**src/rtl/adder_defs_pkg.sv**
```systemverilog
`default_nettype none
// ============================================================================
// adder_defs : shared FSM encoding and sizing helper for the serial adder
// Revision  : 1.0
// ============================================================================
package adder_defs;

   typedef enum logic [1:0] {
      IDLE = 2'd0,
      RUN  = 2'd1,
      DONE = 2'd2
   } state_t;

   function automatic int clog2(input int value);
      int result;
      result = 0;
      while ((1 << result) < value) begin
         result = result + 1;
      end
      return result;
   endfunction

endpackage
`default_nettype wire

```
**src/rtl/digit_adder.sv**
```systemverilog
`default_nettype none
// ============================================================================
// digit_adder : DIGIT-bit ripple chain of full_adder cells
// Revision    : 1.0
// ============================================================================
module digit_adder #(
   parameter int DIGIT = 1
) (
   input  logic [DIGIT-1:0] a,
   input  logic [DIGIT-1:0] b,
   input  logic             c_in,
   output logic [DIGIT-1:0] sum,
   output logic             c_out,
   output logic             c_msb
);

   logic [DIGIT:0] w_carry;

   assign w_carry[0] = c_in;

   generate
      for (genvar gi = 0; gi < DIGIT; gi++) begin : g_fa
         full_adder u_fa (
            .a     (a[gi]),
            .b     (b[gi]),
            .c_in  (w_carry[gi]),
            .sum   (sum[gi]),
            .c_out (w_carry[gi+1])
         );
      end
   endgenerate

   // c_msb is the carry entering the top cell, needed for signed overflow
   assign c_out = w_carry[DIGIT];
   assign c_msb = w_carry[DIGIT-1];

endmodule
`default_nettype wire

```
**src/rtl/full_adder.sv**
```systemverilog
`default_nettype none
// ============================================================================
// full_adder : single-bit full adder cell
// Revision   : 1.0
// ============================================================================
module full_adder (
   input  logic a,
   input  logic b,
   input  logic c_in,
   output logic sum,
   output logic c_out
);

   assign sum   = a ^ b ^ c_in;
   assign c_out = (a & b) | (c_in & (a ^ b));

endmodule
`default_nettype wire

```
**src/rtl/serial_adder.sv**
```systemverilog
`default_nettype none
// ============================================================================
// serial_adder : WIDTH-bit adder processing DIGIT bits per clock
// Revision     : 1.0
// ============================================================================
module serial_adder
   import adder_defs::*;
#(
   parameter int WIDTH = 8,
   parameter int DIGIT = 1
) (
   input  logic             clk,
   input  logic             rst,
   input  logic             start,
   input  logic [WIDTH-1:0] a,
   input  logic [WIDTH-1:0] b,
   input  logic             c_in,
   output logic             busy,
   output logic             done,
   output logic [WIDTH-1:0] sum,
   output logic             c_out,
   output logic             overflow
);

   localparam int             c_N    = WIDTH / DIGIT;
   localparam int             c_CW   = clog2(c_N) + 1;
   localparam logic [c_CW-1:0] c_LAST = c_CW'(c_N - 1);

   state_t            r_state;
   logic [WIDTH-1:0]  r_a;
   logic [WIDTH-1:0]  r_b;
   logic              r_carry;
   logic [c_CW-1:0]   r_cnt;

   logic [DIGIT-1:0]  w_dsum;
   logic              w_dcout;
   logic              w_dcmsb;
   logic [WIDTH-1:0]  w_sum_next;

   digit_adder #(.DIGIT(DIGIT)) u_digit (
      .a     (r_a[DIGIT-1:0]),
      .b     (r_b[DIGIT-1:0]),
      .c_in  (r_carry),
      .sum   (w_dsum),
      .c_out (w_dcout),
      .c_msb (w_dcmsb)
   );

   // Completed digits enter from the MSB end, so after N steps the
   // first digit has reached bit 0.
   generate
      if (DIGIT == WIDTH) begin : g_single_digit
         assign w_sum_next = w_dsum;
      end else begin : g_multi_digit
         logic [WIDTH-DIGIT-1:0] r_part;

         assign w_sum_next = {w_dsum, r_part};

         always_ff @(posedge clk) begin
            if (rst) begin
               r_part <= '0;
            end else if (r_state == RUN) begin
               r_part <= w_sum_next[WIDTH-1:DIGIT];
            end
         end
      end
   endgenerate

   always_ff @(posedge clk) begin
      if (rst) begin
         r_state  <= IDLE;
         r_a      <= '0;
         r_b      <= '0;
         r_carry  <= 1'b0;
         r_cnt    <= '0;
         busy     <= 1'b0;
         done     <= 1'b0;
         sum      <= '0;
         c_out    <= 1'b0;
         overflow <= 1'b0;
      end else begin
         case (r_state)
            IDLE, DONE: begin
               done <= 1'b0;
               if (start) begin
                  r_a     <= a;
                  r_b     <= b;
                  r_carry <= c_in;
                  r_cnt   <= '0;
                  busy    <= 1'b1;
                  r_state <= RUN;
               end else begin
                  r_state <= IDLE;
               end
            end
            RUN: begin
               r_a     <= r_a >> DIGIT;
               r_b     <= r_b >> DIGIT;
               r_carry <= w_dcout;
               r_cnt   <= r_cnt + c_CW'(1);
               if (r_cnt == c_LAST) begin
                  sum      <= w_sum_next;
                  c_out    <= w_dcout;
                  overflow <= w_dcmsb ^ w_dcout;
                  busy     <= 1'b0;
                  done     <= 1'b1;
                  r_state  <= DONE;
               end
            end
            default: begin
               busy    <= 1'b0;
               done    <= 1'b0;
               r_state <= IDLE;
            end
         endcase
      end
   end

endmodule
`default_nettype wire
```
**config.mk**
```make
export PLATFORM = sky130hd
export DESIGN_NAME = serial_adder
export DESIGN_NICKNAME = d
export VERILOG_FILES = /design/src/rtl/adder_defs_pkg.sv /design/src/rtl/digit_adder.sv /design/src/rtl/full_adder.sv /design/src/rtl/serial_adder.sv
export SDC_FILE = /design/constraint.sdc
export NUM_CORES = 1
export LEC_CHECK = 0
export CAP_MARGIN = 20
export CORE_UTILIZATION = 45
export DETAILED_ROUTE_END_ITERATION = 10
export GPL_TIMING_DRIVEN = 0
export PLACE_DENSITY = 0.82
export SYNTH_ARGS = -nofsm -noshare
export SYNTH_HDL_FRONTEND = slang
export SYNTH_SLANG_ARGS = --single-unit
export TNS_END_PERCENT = 20
```
**constraint.sdc**
```tcl
create_clock -name clk -period 1.5 [get_ports clk]
set_clock_uncertainty 0.2 [all_clocks]
set_input_delay 0.15 -clock clk [delete_from_list [all_inputs] [get_ports clk]]
set_output_delay 0.15 -clock clk [all_outputs]
set_load 0.02 [all_outputs]
```
# Word level (Yosys, flattened, before mapping)
# Index checks and enable logic that the tools add are counted.
word_totals:
  register_bits: 42
  output_inout_bits: 12
op_classes:
  n_addsub: 1
  n_eq_ne: 5
  muxes: 14
  bitwise: 7
  n_reduce_logical: 7
ops:
  columns: ["cell", "n"]
  rows:
  - ["case mux 8 bit (2 select lines)", 2]
  - ["two-way mux 8 bit", 2]
  - ["case mux 4 bit (2 select lines)", 1]
  - ["AND reduction 2 bit", 3]
  - ["adder 4 x 1 -> 4 bit (second input constant)", 1]
  - ["equality test 4 x 3 -> 1 bit (second input constant)", 1]
  - ["two-way mux 1 bit", 4]
  - ["two-way mux 4 bit", 1]
  - ["case mux 1 bit (2 select lines)", 2]
  - ["case mux 2 bit (2 select lines)", 1]
  - ["OR reduction 2 bit", 2]
  - ["XOR 1 bit", 3]
  - ["AND 1 bit", 2]
  - ["equality test 2 x 1 -> 1 bit (second input constant)", 1]
  - ["equality test 2 bit (second input constant)", 1]
  - ["logical NOT 2 bit", 1]
  - ["two-way mux 2 bit", 1]
  - ["!= test 2 x 1 -> 1 bit (second input constant)", 1]
  - ["!= test 2 bit (second input constant)", 1]
  - ["nonzero test 2 bit", 1]
  - ["inverter 1 bit", 1]
  - ["bitwise OR 1 bit", 1]

# Longest topological paths before layout
logic_depth:
  ltp_word: 4
  ltp_mapped: 5
  depth_no_buf: 4

# Modules after synthesis
# From an unflattened synthesis, not the netlist that was laid out.
unflattened:
  hier_cells: 193
  area_unflattened_um2: 1675.4
by_module_without_submodules:
  columns: ["module", "n_inst", "cells_per_inst", "area_each_um2", "seq_area_each_um2"]
  rows:
  - ["serial_adder", 1, 191, 1647.8, 840.8]
  - ["full_adder", 1, 1, 20.0, 0.0]
  - ["digit_adder", 1, 1, 7.5, 0.0]

# Worst setup path after synthesis
# No wires, ideal clock.
synth_path:
  path_type: "flip-flop to flip-flop"
  startpoint: "register r_carry"
  endpoint: "register overflow"
  arrival_ps: 1151
  required_ps: 1209
  slack_ps: 58
  path_stages_with_launch: 4
  n_path_buf: 0
  synth_period_minus_slack_ps: 1442
  path_cell_list: "dfxtp_1 fa_1 xnor2_1 a311oi_1"
synth_between:
  elab_chain_cells: 3
synth_lines:
  columns: ["element", "line", "rtl"]
  rows:
  - ["start: declaration", "serial_adder.sv:32", "logic r_carry;"]
  - ["start signal: assignment", "serial_adder.sv:88", "r_carry <= c_in;"]
  - ["start signal: assignment", "serial_adder.sv:99", "r_carry <= w_dcout;"]
  - ["AND 1 bit", "full_adder.sv:15", "assign c_out = (a & b) | (c_in & (a ^ b));"]
  - ["bitwise OR 1 bit", "full_adder.sv:15", null]
  - ["via u_digit.c_out", "digit_adder.sv:13", "output logic c_out,"]
  - ["XOR 1 bit", "serial_adder.sv:104", "overflow <= w_dcmsb ^ w_dcout;"]
  - ["end signal: assignment", "serial_adder.sv:104", null]
  - ["end: declaration", "serial_adder.sv:22", "output logic overflow"]
# The timed path passes the listed nets, and every way through them passes these cells.
# A chain may end at the register's enable or synchronous reset.

# Final worst setup path
layout_path:
  startpoint: "register r_state[1]"
  endpoint: "register sum[6]"
layout_between:
  elab_chain_cells: 2
layout_lines:
  columns: ["element", "line", "rtl"]
  rows:
  - ["start: declaration", "serial_adder.sv:29", "state_t r_state;"]
  - ["start signal: assignment", "serial_adder.sv:71", "r_state <= IDLE;"]
  - ["start signal: assignment", "serial_adder.sv:91", "r_state <= RUN;"]
  - ["start signal: assignment", "serial_adder.sv:93", "r_state <= IDLE;"]
  - ["equality test 2 x 1 -> 1 bit", "serial_adder.sv:82", "case (r_state)"]
  - ["AND reduction 2 bit (no source line)", null, null]
  - ["end signal: assignment", "serial_adder.sv:102", "sum <= w_sum_next;"]
  - ["end: declaration", "serial_adder.sv:20", "output logic [WIDTH-1:0] sum,"]
# Every way passes these cells.

==> results.sh <==
export IMPL_setup_viol=0
export IMPL_cts_hold_buffers=0
export IMPL_syn_to_final_growth_pct=34.01
export IMPL_critPathRequiredTime_ns=1.47
export IMPL_portBuffers=30
export IMPL_h_tree_depth=2
export IMPL_synthArstFlopShare=0
export IMPL_fillerInstances=303
export IMPL_drv_slew=0
export IMPL_path_cells="nand2b_1 -> buf_4 -> buf_4 -> o21ai_0 -> a21oi_1"
export IMPL_power_density_nw_per_um2=1054
export IMPL_wl_per_cell_um=13.73
export IMPL_finalPower_uw=2359
export IMPL_synth_area_um2=1670
export IMPL_core_area_um2=3442
export IMPL_hold_path_class="primary input to flip-flop"
export IMPL_post_place_cells=268
export IMPL_clkSlewWorstSetupHoldPaths_ns=0.08
export IMPL_hold_violations=0
export IMPL_start_util=0.4853
export IMPL_die_y_um=62.93
export IMPL_viasPerCell=5.500
export IMPL_cts_buffers=5
export IMPL_synth_nets=214
export IMPL_rows=21
export IMPL_synth_ff_type="dfxtp_1"
export IMPL_p_clk_frac=0.370
export IMPL_layout_min_cycle_time_ns=1.428
export IMPL_final_area_um2=2238
export IMPL_syn_area_per_cell_um2=8.700
export IMPL_cp_common_cell="buf_4"
export IMPL_ioPinCount=32
export IMPL_drtAntennaViolNets=0
export IMPL_tightest_slew_ns=0.4682
export IMPL_end_kind="flip-flop"
export IMPL_drt_total_wl_um=3790
export IMPL_startpoint_type="flip-flop"
export IMPL_maxCapViolCount=0
export IMPL_vias=1518
export IMPL_max_stage_delay_ns=0.32
export IMPL_antenna_found_initial=0
export IMPL_worst_setup_path_type="flip-flop to flip-flop"
export IMPL_setup_tns_ns=0
export IMPL_die_x_um=62.93
export IMPL_cts_sinks=42
export IMPL_synthDistinctLibCells=26
export IMPL_dr_pass1_iters=4
export IMPL_root_buffer="clkbuf_8"
export IMPL_first_iter_violations=101
export IMPL_post_route_period_util=0.9522
export IMPL_grt_pass1_vias=1423
export IMPL_critPathMaxFanout=10
export IMPL_insertion_delay_ns=0.30
export IMPL_drive_gt1_frac=0.1826
export IMPL_grt_max_degree=14
export IMPL_dp_hpwl_um=2526
export IMPL_grt_pass1_wl_um=6506
export IMPL_placed_area_um2=2028
export IMPL_final_cell_mix="dfxtp_1 (37), a21oi_1 (36), nand3_1 (28)"
export IMPL_syn_inst=192
export IMPL_slew_headroom=0.6879
export IMPL_tritoncts="yes"
export IMPL_holdWs_ns=0.04572
export IMPL_final_common_cell="dfxtp_1"
export IMPL_synth_seq_cells=42
export IMPL_place_congestion=0.7717
export IMPL_slowest_stage="dfxtp_2"
export IMPL_crit_arrival_ns=1.40
export IMPL_fmax_mhz=700.1
export IMPL_pwr_share_comb=0.127
export IMPL_clk_path_buf_depth=2
export IMPL_seq_area_frac_synth=0.5034
export IMPL_die_area_um2=3960
export IMPL_grtUsageTotal=0.2100
export IMPL_remaining_drc_errors=0
export IMPL_num_nets_final=251
export IMPL_synth_yosys_warnings=0
export IMPL_grt_overflow=0
export IMPL_leakagePower_uw=0.0008321
export IMPL_seqPwrFrac=0.504
export IMPL_ir_drop_uv=542.2
export IMPL_instances_no_fill=276
export IMPL_power_internal_uw=1787
export IMPL_synth_edff_count=0
export IMPL_switching_power_uw=572.5
export IMPL_status="finished, final reports clean"
export IMPL_n_antenna_cell=0
export IMPL_switching_share=0.2427
export IMPL_rsz0062_at_grt="true"
[synth_stat cells (all sizes together) (2+ instances only)]
cell type	n	area [um2]
nand2b	3	18.77
nand2	17	63.81
a22oi	15	112.6
nor2	3	11.26
dfxtp	42	840.8
a21oi	38	190.2
mux2	2	22.52
nand3	28	140.1
buf	12	70.07
o21ai	10	50.05
clkbuf	7	26.28
nor3	2	10.01
[per-layer routing]
| metal | global-route usage | vias up | share of wire |
|---|---|---|---|
| met3 | 0.04015 | 5 | 0.043 |
| met5 | 0 | - | 0 |
| met2 | 0.3347 | 41 | 0.49 |
| met4 | 0.09884 | 0 | 0.012 |
| li1 | - | 758 | - |
| met1 | 0.2706 | 714 | 0.45 |
[cell families (layout without fill, tap and decap cells)]
family | count (synthesis) | count (layout) | share of synthesized area
simple gates | 59 | 59 | 0.1715
compound gates | 66 | 66 | 0.2270
mux | 2 | 2 | 0.01348
buf+inv | 20 | 58 | 0.05993
flops | 42 | 42 | 0.5034
xor+xnor | 1 | 1 | 0.005244
fa+ha+maj | 2 | 2 | 0.01947
[registers in the layout (all words and copies together) (netlist names)]
| name | flops |
|---|---|
| done | 1 |
| r_b | 8 |
| r_state | 2 |
| r_cnt | 4 |
| sum | 8 |
| g_multi_digit.r_part | 7 |
| r_carry | 1 |
| busy | 1 |
| overflow | 1 |
| c_out | 1 |
| r_a | 8 |
[repair_timing]
action	4_1_cts	5_1_grt
setup buffers	0	0
setup endpoints to repair	26	37
pin swaps	0	4
gates cloned	0	0
gates resized for setup	20	35
[critical path, delay by kind of cell (launching register included)]
kind	cells	cell delay (ns)
buffers and inverters	2	0.36
DFF	1	0.32
AOI/OAI and AO/OA	2	0.26
and+or+nand+nor	1	0.16
[power groups by stage]
stage | Combinational (uW) | Clock (uW) | Sequential, uW
after floorplan | 160 | 0 | 1200
final | 299 | 872 | 1190
after global placement | 259 | 0 | 1210
after detailed placement | 262 | 0 | 1210
after global routing | 326 | 936 | 1200
after CTS | 268 | 880 | 1180
[worst paths after layout]
check	startpoint	endpoint	slack, ns	depth (start not counted)
min	rst	busy	0.05	3
max reg2reg	r_state[1]	sum[6]	0.07	5
max	r_state[1]	sum[6]	0.07	5
min reg2reg	g_multi_digit.r_part[0]	g_multi_digit.r_part[0]	0.26	2
[through the flow]
| step | util | setup slack (ns) |
|---|---|---|
| final | 0.6503 | 0.07165 |
| after global routing | 0.6503 | -0.01618 |
| after CTS | 0.6220 | 0.0003170 |
| after detailed placement | 0.5892 | -0.3205 |
| after global placement | 0.5892 | -0.3098 |
| after floorplan | - | 0.05802 |
[area by class of cell]
| cell class | instances | area (um2) | area share |
|---|---|---|---|
| Timing Repair Buffer | 30 | 285.3 | 0.1274 |
| Buffer | 19 | 135.1 | 0.06037 |
| Sequential cell | 42 | 847.1 | 0.3784 |
| Clock inverter | 3 | 40.04 | 0.01789 |
| Multi-Input combinational cell | 130 | 800.8 | 0.3577 |
| Clock buffer | 5 | 68.82 | 0.03074 |
| Tap cell | 46 | 57.56 | 0.02571 |
| Inverter | 1 | 3.754 | 0.001677 |
Note: power is estimated with default switching activity, not from simulation.
